File: config.mk
export PLATFORM = sky130hd
export DESIGN_NAME = phrase_sequencer
export DESIGN_NICKNAME = d
export VERILOG_FILES = /design/src/rtl/phrase_sequencer.sv
export SDC_FILE = /design/constraint.sdc
export NUM_CORES = 1
export LEC_CHECK = 0
export CORE_AREA = 5 5 113 115
export DETAILED_ROUTE_END_ITERATION = 10
export DIE_AREA = 0 0 118 120
export PLACE_DENSITY = 0.81
export SKIP_CTS_REPAIR_TIMING = 1
export SLEW_MARGIN = 20
export SYNTH_ARGS = -nofsm -noshare
export SYNTH_HDL_FRONTEND = slang
export SYNTH_SLANG_ARGS = --single-unit
File: constraint.sdc
create_clock -name clk -period 2.8 [get_ports clk]
set_input_delay 0.7 -clock clk [delete_from_list [all_inputs] [get_ports clk]]
set_output_delay 0.7 -clock clk [all_outputs]
set_load 0.005 [all_outputs]
File: src/rtl/phrase_sequencer.sv
// ---------------------------------------------------------------------------
// phrase_sequencer
//
// Playback sequencer for a 16-row phrase. It drives the row index to the
// phrase data registers, waits one cycle for the combinational read to
// settle (FETCH), latches the four channel words plus their gate bits,
// pulses row_strobe, then holds the row for dur base ticks (HOLD) before
// moving on. Each base tick is PRESCALE clk cycles.
//
// Optional feature macro: SEQ_SWING_EN
//   defined   -> odd rows last max(row_ticks,1) + swing_ticks base ticks
//   undefined -> swing_ticks is ignored; every row lasts max(row_ticks,1)
//
// Parameters:
//   PRESCALE        clk cycles per base tick (minimum 1)
//
// Ports:
//   clk             system clock
//   rst_active_low  synchronous active-low reset
//   play_start      pulse: start / restart from row 0
//   play_stop       pulse: stop playback (wins over play_start)
//   loop_en         1 = wrap 15 -> 0, 0 = stop after row 15
//   row_ticks       row duration in base ticks (0 treated as 1)
//   swing_ticks     extra base ticks on odd rows (swing builds only)
//   channel_0..3    phrase words for the current row index
//   row             playback row index
//   playing         high in FETCH or HOLD
//   row_strobe      one-cycle pulse when ch_out_N / gate are updated
//   ch_out_0..3     latched channel words
//   gate            gate[N] = note of ch_out_N is non-zero
// ---------------------------------------------------------------------------
module phrase_sequencer #(
    parameter int PRESCALE = 100000
) (
    input  logic        clk,
    input  logic        rst_active_low,
    input  logic        play_start,
    input  logic        play_stop,
    input  logic        loop_en,
    input  logic [7:0]  row_ticks,
    input  logic [3:0]  swing_ticks,
    input  logic [15:0] channel_0,
    input  logic [15:0] channel_1,
    input  logic [15:0] channel_2,
    input  logic [15:0] channel_3,
    output logic [3:0]  row,
    output logic        playing,
    output logic        row_strobe,
    output logic [15:0] ch_out_0,
    output logic [15:0] ch_out_1,
    output logic [15:0] ch_out_2,
    output logic [15:0] ch_out_3,
    output logic [3:0]  gate
);

    localparam int PW = (PRESCALE > 1) ? $clog2(PRESCALE) : 1;
    localparam logic [PW-1:0] PRESC_LAST = PW'(PRESCALE - 1);

    typedef enum logic [1:0] {
        ST_IDLE  = 2'd0,
        ST_FETCH = 2'd1,
        ST_HOLD  = 2'd2
    } state_t;

    state_t        r_state, w_state_next;
    logic [3:0]    r_row, w_row_next;
    logic          r_strobe, w_strobe_next;
    logic [15:0]   r_ch [4];
    logic [15:0]   w_ch_next [4];
    logic [3:0]    r_gate, w_gate_next;
    logic [PW-1:0] r_presc, w_presc_next;
    logic [8:0]    r_tick, w_tick_next;
    logic [8:0]    r_dur, w_dur_next;

    logic [15:0]   w_ch_in [4];
    logic [3:0]    w_new_gate;
    logic [8:0]    w_dur_base;
    logic [8:0]    w_dur_calc;
    logic          w_presc_wrap;
    logic          w_row_done;

    assign w_ch_in[0] = channel_0;
    assign w_ch_in[1] = channel_1;
    assign w_ch_in[2] = channel_2;
    assign w_ch_in[3] = channel_3;

    generate
        for (genvar gi = 0; gi < 4; gi++) begin : g_gate
            assign w_new_gate[gi] = (w_ch_in[gi][15:8] != 8'd0);
        end
    endgenerate

    // Duration of the row being fetched; r_row already points at it.
    assign w_dur_base = (row_ticks == 8'd0) ? 9'd1 : {1'b0, row_ticks};
`ifdef SEQ_SWING_EN
    assign w_dur_calc = w_dur_base + (r_row[0] ? {5'd0, swing_ticks} : 9'd0);
`else
    assign w_dur_calc = w_dur_base;
    logic w_unused_swing;
    assign w_unused_swing = ^swing_ticks;
`endif

    assign w_presc_wrap = (r_presc == PRESC_LAST);
    // The wrap that completes tick number dur ends the row.
    assign w_row_done   = w_presc_wrap && ((r_tick + 9'd1) == r_dur);

    always_comb begin
        w_state_next  = r_state;
        w_row_next    = r_row;
        w_strobe_next = 1'b0;
        w_gate_next   = r_gate;
        w_presc_next  = r_presc;
        w_tick_next   = r_tick;
        w_dur_next    = r_dur;
        for (int i = 0; i < 4; i++) begin
            w_ch_next[i] = r_ch[i];
        end

        case (r_state)
            ST_FETCH: begin
                for (int i = 0; i < 4; i++) begin
                    w_ch_next[i] = w_ch_in[i];
                end
                w_gate_next   = w_new_gate;
                w_strobe_next = 1'b1;
                w_dur_next    = w_dur_calc;
                w_presc_next  = '0;
                w_tick_next   = '0;
                w_state_next  = ST_HOLD;
            end
            ST_HOLD: begin
                if (w_presc_wrap) begin
                    w_presc_next = '0;
                    w_tick_next  = r_tick + 9'd1;
                    if (w_row_done) begin
                        if (r_row == 4'd15 && !loop_en) begin
                            w_state_next = ST_IDLE;
                            w_row_next   = 4'd0;
                            w_gate_next  = 4'd0;
                        end else begin
                            w_row_next   = r_row + 4'd1;
                            w_state_next = ST_FETCH;
                        end
                    end
                end else begin
                    w_presc_next = r_presc + PW'(1);
                end
            end
            default: begin
                // ST_IDLE: outputs hold.
            end
        endcase

        // Start (or restart) overrides normal sequencing.
        if (play_start) begin
            w_state_next = ST_FETCH;
            w_row_next   = 4'd0;
            w_presc_next = '0;
            w_tick_next  = '0;
        end

        // Stop has the last word, so it wins over a simultaneous start.
        if (play_stop) begin
            w_state_next  = ST_IDLE;
            w_row_next    = 4'd0;
            w_gate_next   = 4'd0;
            w_strobe_next = 1'b0;
            for (int i = 0; i < 4; i++) begin
                w_ch_next[i] = 16'd0;
            end
        end
    end

    always_ff @(posedge clk) begin
        if (!rst_active_low) begin
            r_state  <= ST_IDLE;
            r_row    <= 4'd0;
            r_strobe <= 1'b0;
            r_gate   <= 4'd0;
            r_presc  <= '0;
            r_tick   <= '0;
            r_dur    <= 9'd1;
            for (int i = 0; i < 4; i++) begin
                r_ch[i] <= 16'd0;
            end
        end else begin
            r_state  <= w_state_next;
            r_row    <= w_row_next;
            r_strobe <= w_strobe_next;
            r_gate   <= w_gate_next;
            r_presc  <= w_presc_next;
            r_tick   <= w_tick_next;
            r_dur    <= w_dur_next;
            for (int i = 0; i < 4; i++) begin
                r_ch[i] <= w_ch_next[i];
            end
        end
    end

    assign row        = r_row;
    assign playing    = (r_state != ST_IDLE);
    assign row_strobe = r_strobe;
    assign ch_out_0   = r_ch[0];
    assign ch_out_1   = r_ch[1];
    assign ch_out_2   = r_ch[2];
    assign ch_out_3   = r_ch[3];
    assign gate       = r_gate;

endmodule

* Yosys cells after proc, flatten, opt, wreduce, memory -nomap -nowiden
Memories as Yosys holds them, arrays and structs flattened.
Index checks and enable logic that the tools add are counted.
Widths: inputs -> output; s select.
** Storage, ports and cells
- Flip-flop bits (word level) :: 46
- Bits in writable memories :: 64
- Bits of input ports :: 81
- Output and inout port bits :: 74
- Word-level logic and storage cells :: 70
- Memories kept :: 1
** Cells by class
- Add/sub/neg operators :: 3
- Eq/ne operators :: 10
- Multiplexer cells :: 24
- Bitwise gates (word level) :: 5
- Reductions and logical operators :: 19
** Memories
- r_ch :: depth 4, width 16, rd ports 4, clocked after Yosys merged registers in 0, write ports 4, line 68 : logic [15:0] r_ch [4];
** Operators with widths (number)
- $mux 64 :: 2
- $mux 16 :: 4
- $pmux 17 s2 :: 1
- $reduce_bool 8->1 :: 4
- $pmux 9 s2 :: 1
- $add 17x1->17 const B :: 1
- $eq 17x17->1 const B :: 1
- $mux 17 :: 1
- $mux 4 :: 4
- $add 9x1->9 const B :: 1
- $eq 9x9->1 :: 1
- $mux 9 :: 1
- $reduce_and 3->1 :: 3
- $logic_not 8->1 :: 1
- $mux 8 :: 1
- $pmux 4 s2 :: 1
- $ne 2x2->1 const B :: 3
- $ne 3x3->1 const B :: 2
- $mux 1 :: 5
- $add 4x1->4 const B :: 1
- $eq 4x4->1 const B :: 1
- $mux 2 :: 2
- $or 1x1->1 :: 4
- $pmux 2 s2 :: 1
- 11 further kinds :: 14

* Longest topological paths before layout
Gate-level depths: netlist (run 1).
- Depth in word-level cells :: 7
- Mapped depth :: 8
- Gate-level depth less buffers :: 8

* Worst setup path before layout (run 1)
No wires, ideal clock.
- Kind :: register to register
- Start point :: register r_presc[12]
- End point :: register r_row[3], in the netlist row[3]
- Library setup time :: 70 ps
- Arrival :: 2553 ps
- Data required time :: 2730 ps
- Setup slack :: 177 ps
- Stages on the path, launching flop included :: 7
- Buffers on the path :: 0
- Clock period less this slack :: 2623 ps
- Path through :: dfxtp_1 or4b_4 nor4_4 nand2_2 or4_4 or4_1 a21oi_1
** Between the ends
- Word-level cells in the longest chain between the ends :: 3
** Ends and longest elaborated chain
- from (decl) :: line 71 : logic [PW-1:0] r_presc, w_presc_next;
- from (signal assigned) :: line 191 : r_presc <= w_presc_next;
- $eq 17x17->1 (*) :: line 103 : assign w_presc_wrap = (r_presc == PRESC_LAST);
- $logic_and 1x1->1 :: line 105 : assign w_row_done = w_presc_wrap && ((r_tick + 9'd1) == r_dur);
- $reduce_and 3->1 (no source line) (*)
- to (signal assigned) :: line 188 : r_row <= w_row_next;
- to (decl) :: line 66 : logic [3:0] r_row, w_row_next;
Every way passes the cells marked *; elsewhere a longest branch is shown, timed or not.
A chain may end at the register's enable or synchronous reset.

* Worst setup path after layout (run 1)
Same ends and word-level chain as after synthesis.

==> results of run 1 <==
worst paths after layout:
check	to	startpoint	cells past startpoint
worst min register to register	gate[2]	gate[2]	2
worst min-delay path	gate[2]	gate[2]	2
worst max-delay path	row[3]	r_presc[12]	6
worst max register to register	row[3]	r_presc[12]	6
cells in the mapped netlist, drive strengths merged:
library cell	count
a2111oi	1
a211oi	2
a21o	1
a21oi	23
a31o	1
a31oi	4
and2	3
and3	9
and3b	1
and4	2
buf	6
clkbuf	18
dfxtp	109
ha	6
inv	7
mux2i	72
nand2	21
nand2b	8
nand3	10
nand4	6
nand4b	3
nor2	96
nor2b	12
nor3	5
nor4	11
nor4b	3
o2111ai	1
o211ai	1
o21ai	16
o31ai	3
or3	7
or4	5
or4b	3
xnor2	12
xor2	10
sequential cells by signal (all words and copies together), names as in the netlist:
| signal | count |
|---|---|
| gate | 4 |
| r_ch | 64 |
| r_dur | 8 |
| r_presc | 17 |
| r_state | 2 |
| r_tick | 9 |
| row | 4 |
| row_strobe | 1 |
cell type report:
class                      count  area, um^2  area share [%]
inverter                       7       26.28          0.3982
clock buffer                   9       225.2           3.413
clock inverter                 7       55.05          0.8343
timing repair buffer         161        1584           24.00
multi-input combinational    358        2342           35.49
sequential                   109        2182           33.07
tap                          147       183.9           2.787
stage by stage:
| stage | setup WS (ps) | power [W] | utilization, % |
|---|---|---|---|
| 5_1_grt | 80.10 | 0.003220 | 56.35 |
| 2_1_floorplan | 177.3 | 0.001745 | - |
| 3_3_place_gp | 221.9 | 0.001925 | 53.95 |
| 3_5_place_dp | 190.3 | 0.001934 | 53.95 |
| 6_report | 186.1 | 0.003107 | 56.35 |
| 4_1_cts | 176.6 | 0.003133 | 56.35 |
layout by cell type (no fill, tap or decap), drive strengths merged, types with 6 or more instances in the layout:
master and n:
nand2b 8, nand3 10, nor4 11, ha 6
or3 7, nand2 21, clkbuf 9, xor2 10
o21ai 16, nor2b 12, a21oi 23, nor2 96
inv 10, xnor2 12, buf 11, nand4 6
mux2i 72, and3 9, clkdlybuf4s50 150, dfxtp 109
tightest hold or removal path, stage by stage (launching register included):
cell	delay [ps]
dfxtp_1	310
nand2_1	50
o21ai_0	60
power by group through the flow:
stage | Clock (W) | Combinational [W] | Sequential (W)
detailed placement | 0 | 0.000313 | 0.00162
CTS | 0.00123 | 0.000314 | 0.00159
global route | 0.00129 | 0.000337 | 0.00159
floorplan | 0 | 0.000125 | 0.00162
finish | 0.00121 | 0.000311 | 0.00159
global placement | 0 | 0.000305 | 0.00162
logic make-up (layout without fill, tap and decap cells):
kind of cell	after synthesis	after routing
AO/OA/AOI/OAI	53	53
multiplexers	72	72
adder cells (fa/ha/maj)	6	6
buffers and inverters	31	184
AND/OR/NAND/NOR	205	205
flip-flops	109	109
XOR/XNOR	22	22
layer usage:
| metal | track usage (%) | wire length (um) | share of wire, % | up-vias |
|---|---|---|---|---|
| li1 | - | - | - | 2031 |
| met1 | 19.97 | 4880 | 39 | 1925 |
| met2 | 30.80 | 6409 | 51 | 131 |
| met3 | 6.880 | 1152 | 9.1 | 21 |
| met4 | 6.882 | 224 | 1.8 | 0 |
| met5 | 0 | 0 | 0 | - |
==> results.cfg, run 1 <==
[final_layout]
nets = 733
antenna_cells = 0
design_area_mm2 = 0.006599
area_growth_pct = 42.66
fin_cells = 798
fillers = 1035
drive_above_1_share_pct = 5.530

[drt]
dr_total_vias = 4108
ant_nets = 0
drc_errors = 0
viasPerCell = 5.148
post_drt_wl_per_cell_um = 15.87
drtIter0Drc = 195
drt_pass1_iterations = 4
wl_um = 12670

[pwr]
cellLeakagePower_nw = 2.270
irDropWorstVdd_mv = 0.3164
pwr-share-comb_pct = 10.0
p_seq_share_pct = 51.0
powerDensity_mw_per_mm2 = 470.9
p_sw_w = 0.0007363
pwr-share-clk_pct = 39.0
swShare_pct = 23.70
internal_power_w = 0.002371

[clock_tree]
cts_max_path_buffers = 2
cts_tree = built
clk_latency_ps = 350
h-tree-depth = 3
clk_pin_slew_ps = 80
numCtsBuffers = 9
cts-root-buf = clkbuf_16
cts_sinks = 109

[timing]
tns_ps = 0
rsz0062_at_grt = false
tightest_slew_ps = 725.9
finalSetupViolCount = 0
hold_violations = 0
finalCritPeriodShare_pct = 93.35
finClkSkew_ps = 8.697
relSlewSlack_pct = 51.61
hold_slack_ps = 463.7
finalMaxSlewViolations = 0
fin_crit_ps = 2614
fmaxAchievable_ghz = 0.3826

[worst_setup_path]
crit_fanout = 6
cp.arrival_ps = 2900
crit_chain = or4b_4 > nor4_4 > nand2_2 > or4_4 > or4_1 > a21oi_1
end_kind = register
reg2reg_setup_slack_ps = 190
crit_path_start_kind = register
criticalPathCategory = reg -> reg
cp_slowest_stage_delay_ps = 580
critical_path.top_delay_family = simple AND/OR/NAND/NOR gates
cp_num_buf_inv = 0
worst_path_max_delay_cell = or4_4
worstPathRequired_ps = 3090

[floorplanning]
die-area_mm2 = 0.01416
pin_count = 155
die_h_um = 120
core.rowCount = 40
coreArea_mm2 = 0.01171
die_w_um = 118
start_util_pct = 39.50

[place]
dp.cells = 782
placed_cell_area_mm2 = 0.006319
hpwl_um = 9466
numPortBuffers = 150
routabilityCongestion = 0.9429

[synth]
synth_cells = 498
syn-cell-area_mm2 = 0.004626
yosys.area.top_type = dfxtp_1
yosysSeqAreaShare_pct = 47.17
synth_top_area_share_pct = 47.17
synth-simple-area-share_pct = 22.48
synth_compound_area_share_pct = 6.465
synth.distinct_cells = 39
synth_top_family_by_area = simple AND/OR/NAND/NOR gates
synth_nets = 585
synth-xor-area-share_pct = 4.166
synthMuxAreaShare_pct = 15.58
synthAdderAreaFrac_pct = 1.623
ys.warnings.count = 0
synth_area_leaders = dfxtp_1, mux2i_1, nor2_1, a21oi_1, xnor2_1
ys_seq_elements = 109
avgSynthCellArea_um2 = 9.289

[hold_path]
hold_path.class = reg -> reg

[global_routing]
grt_usage_pct = 17.89
gr-total-overflow = 0
first_global_vias = 4367
antenna_found_initial = 0
grt_pass1_wl_um = 21060
grt_max_degree = 66

[job]
drv_cap = 0

[outcome]
status = finished, final reports clean
(Power assumes the default switching activity.)
==> inputs of run 2 (changes only) <==
REMOVE_ABC_BUFFERS = 1   (was unset)
==> run 2 against run 1 <==
  * Total power is 0.14% lower
  * First-iteration DRC count is 7.7% higher
  * Sequential power hardly changed
  * Clock skew is 1.0 ps lower
  * Routed wire length is 1.9% higher
  * Critical path type unchanged
  * Highest routed layer unchanged
==> results.cfg, run 2 (synthesis results as in run 1) <==
[worst_setup_path]
crit_path_start_kind = register
rr_worst_depth = 7
criticalPathCategory = reg -> reg
worstPathRequired_ps = 3080
cp.arrival_ps = 2900
crit_fanout = 9
r2r_start = r_tick[0]
crit_start = r_tick[0]
end_kind = register

[timing]
hold_violations = 0
fmaxAchievable_ghz = 0.3813
finalMaxSlewViolations = 0
finalCritPeriodShare_pct = 93.67
fin_crit_ps = 2623
tns_ps = 0
finalSetupViolCount = 0
rsz0062_at_grt = false
finClkSkew_ps = 7.664
tightest_slew_ps = 605.9
relSlewSlack_pct = 59.60

[pwr]
irDropWorstVdd_mv = 0.3851
cellLeakagePower_nw = 2.270
powerDensity_mw_per_mm2 = 469.1

[final_layout]
largest_register_ffs = 64
design_area_mm2 = 0.006614
antenna_cells = 0
layout_commonest_cell = clkdlybuf4s50_1
regMostFlops = r_ch
layout_common_cells = clkdlybuf4s50_1, dfxtp_1, nor2_1, mux2i_1, a21oi_1
biggestRegsByFlops = r_ch: 64 flops, r_presc: 17 flops, r_tick: 9 flops
area_growth_pct = 42.98
fin_cells = 796
nets = 732
drive_above_1_share_pct = 5.085

[place]
dp.cells = 781
routabilityCongestion = 0.8643
placed_cell_area_mm2 = 0.006336
numPortBuffers = 150
hpwl_um = 9624

[hold_path]
min_from = gate[1]
hold_path.class = reg -> reg
min_path_cells = 2

[clock_tree]
clk_pin_slew_ps = 70
cts_max_path_buffers = 2
h-tree-depth = 3
cts-root-buf = clkbuf_16
clk_latency_ps = 350
numCtsBuffers = 9
cts_sinks = 109
cts_tree = built

[drt]
viasPerCell = 5.216
drc_errors = 0
ant_nets = 0
post_drt_wl_per_cell_um = 16.21
dr_total_vias = 4152
drtIter0Drc = 210
drt_pass1_iterations = 5
wl_um = 12900

[floorplanning]
coreArea_mm2 = 0.01171
pin_count = 155
die_h_um = 120
start_util_pct = 39.50
die_w_um = 118
die-area_mm2 = 0.01416
core.rowCount = 40

[global_routing]
gr-total-overflow = 0
grt_max_degree = 66
antenna_found_initial = 0
grt_pass1_wl_um = 21290
grt_usage_pct = 18.18
first_global_vias = 4376

[job]
drv_cap = 0

[outcome]
status = finished, final reports clean
==> run 2: cell count changes in the layout (fill, tap and decap cells not counted) <==
cell,delta
buf_4,-3
inv_6,-2
clkbuf_1,+1
clkbuf_8,+2
clkinv_2,-1
buf_12,+2
inv_8,-1
==> run 2: final cells by class <==
cell class	instances	area, um^2
inverter	7	26.28
multi-input combinational	358	2342
fill	1049	5097
tap	147	183.9
timing repair buffer	160	1602
sequential	109	2182
clock buffer	12	256.5
clock inverter	3	21.27
==> run 2: power breakdown <==
group	internal (W)	total, W	switching [W]
combinational	0.000188	0.000317	0.000129
clock	0.000648	0.00120	0.000552
sequential	0.00157	0.00159	0.0000142
total	0.00241	0.00310	0.000695
==> run 2: final timing paths <==
path                   to  slack [ps]
setup reg to reg   row[3]         180
setup / recovery   row[3]         180
hold / removal    gate[1]         460
hold reg to reg   gate[1]         460
==> run 2: worst max-delay path, stage by stage (launching register included) <==
cell and delay [ps]:
dfxtp_1 430, ha_1 380, and3_1 270, and4_1 230, o2111ai_1 120, or4_4 490, or4_1 480, a21oi_1 150
==> run 2: stage by stage <==
stage	worst slack, ps	hold slack, ps	util [%]	power, W
after global placement	224.0	444.2	54.10	0.001928
after CTS	194.5	464.8	56.47	0.003130
after detailed placement	213.2	455.0	54.10	0.001939
after global routing	4.306	494.4	56.47	0.003219
after floorplan	-1040	452.5	-	0.001750
final	177.1	462.5	56.47	0.003103
==> run 2: per-layer routing <==
| layer | vias to the layer above | GRT usage [%] | share of wire, % |
|---|---|---|---|
| met1 | 1969 | 19.40 | 39 |
| met3 | 19 | 6.880 | 8.0 |
| met4 | 0 | 5.950 | 2.3 |
| li1 | 2020 | - | - |
| met2 | 144 | 32.96 | 51 |
| met5 | - | 0 | 0 |
==> inputs of run 3 (changes only) <==
CORE_AREA = 5 5 144 91   (was 5 5 113 115)
DIE_AREA = 0 0 149 96   (was 0 0 118 120)
==> run 3 against run 2 <==
  * Via count fell by 1.7%
  * Cell area rose by 0.76%
  * Register-to-register slack got worse by 30 ps
  * Maximum frequency fell by 0.95%
  * Routed wire length fell by 2.6%
  * Global-route usage fell by 0.30 points
  * Total power rose by 3.1%
  * Combinational power barely moved
  * First-iteration DRC count fell by 2.9%
  * Final cell count rose by 2.5%
  * Clock skew fell by 1.4 ps
  * Critical path type unchanged
  * Largest cell class unchanged
==> results.cfg, run 3 (synthesis results as in run 1) <==
[floorplanning]
pin_count = 155
die_w_um = 149
start_util_pct = 39.49
core.rowCount = 31
coreArea_mm2 = 0.01171
die_h_um = 96
die-area_mm2 = 0.01430

[global_routing]
grtUsageMet1_pct = 22.87
use_met3_pct = 6.118
grt_max_degree = 66
antenna_found_initial = 0
grt_pass1_wl_um = 20780
gr-total-overflow = 0
grt_usage_pct = 17.87
met2_usage_pct = 29.56
top_usage_layer = met2
first_global_vias = 4190

[clock_tree]
h-tree-depth = 3
cts-root-buf = clkbuf_16
cts_tree = built
cts_max_path_buffers = 2
clk_pin_slew_ps = 70
clk_latency_ps = 340
numCtsBuffers = 9
cts_sinks = 109

[timing]
finClkSkew_ps = 6.222
hold_violations = 0
finalSetupViolCount = 0
fin_crit_ps = 2648
finalMaxSlewViolations = 0
finalCritPeriodShare_pct = 94.57
rsz0062_at_grt = false
tightest_slew_ps = 666.4
relSlewSlack_pct = 55.57
setup_ws_ps = 152.1
fmaxAchievable_ghz = 0.3777

[worst_setup_path]
cp.arrival_ps = 2920
end_kind = register
reg2reg_setup_slack_ps = 150
crit_path_start_kind = register
rr_worst_depth = 7
reg2reg_to = row[3]
criticalPathCategory = reg -> reg
r2r_start = r_tick[0]
worstPathRequired_ps = 3070
crit_fanout = 9

[drt]
dr_total_vias = 4082
drt_pass1_iterations = 4
drc_errors = 0
post_drt_wl_per_cell_um = 15.40
ant_nets = 0
viasPerCell = 5.002
wl_um = 12560
drtIter0Drc = 204

[place]
numPortBuffers = 150
dp.cells = 800
hpwl_um = 9478
routabilityCongestion = 0.8712
place_ws_ps = 205.6

[final_layout]
finalCoreUtilization_pct = 56.89
drive_above_1_share_pct = 5.376
antenna_cells = 0
biggestRegsByFlops = r_ch: 64 flops, r_presc: 17 flops, r_tick: 9 flops
fin_cells = 816
area_growth_pct = 44.06
layout_common_cells = clkdlybuf4s50_1, dfxtp_1, nor2_1, mux2i_1, a21oi_1
nets = 733
layout_commonest_cell = clkdlybuf4s50_1
largest_register_ffs = 64
regMostFlops = r_ch

[hold_path]
hold_path_end = gate[3]
min_from = gate[3]
hold_path.class = reg -> reg
min_path_cells = 2

[pwr]
powerDensity_mw_per_mm2 = 480.3
p_total_w = 0.003201
cellLeakagePower_nw = 2.288
irDropWorstVdd_mv = 0.2812

[outcome]
status = finished, final reports clean

[job]
drv_cap = 0
[run 3: per-layer routing]
metal | up-vias | share of wire, %
li1 | 2025 | -
met1 | 1928 | 46
met2 | 119 | 46
met3 | 10 | 6.7
met4 | 0 | 0.94
met5 | - | 0
[run 3: layout make-up]
type | instances | area [um^2]
fillers | 1015 | 5050
multi-input cells | 358 | 2342
flip-flops and latches | 109 | 2182
repair buffers | 161 | 1597
clock buffers | 11 | 242.7
well taps | 165 | 206.4
clock inverters | 5 | 67.56
inverters | 7 | 26.28
[run 3: how the worst max path moves through the flow]
stage                      startpoint    endpoint  slack [ps]  cells after the start
final                       r_tick[0]      row[3]         150                      7
after floorplan            r_state[1]  r_state[0]       -1040                      6
after CTS                 r_presc[12]      row[3]         190                      6
after global routing        r_tick[0]      row[3]          40                      7
after detailed placement  r_presc[12]      row[3]         210                      6
after global placement    r_presc[12]      row[3]         210                      6
[run 3: critical path: stages (launching register included)]
cell       delay [ps]
dfxtp_1           430
ha_1              390
and3_1            270
and4_1            250
o2111ai_1         130
or4_4             490
or4_1             480
a21oi_1           150
[run 3: per-stage QoR]
stage,cell area (um^2),setup TNS [ps],hold WS (ps)
after detailed placement,6354,0,454.1
after CTS,6664,0,464.0
final,6664,0,463.4
after global routing,6664,0,484.3
after floorplan,4536,-56760,452.5
after global placement,6354,0,445.5
[run 3: report_power, final]
group / internal [W] / switching [W] / total [W]
Sequential: 0.00157 / 0.0000145 / 0.00159
Combinational: 0.000187 / 0.000128 / 0.000315
Clock: 0.000732 / 0.000568 / 0.00130
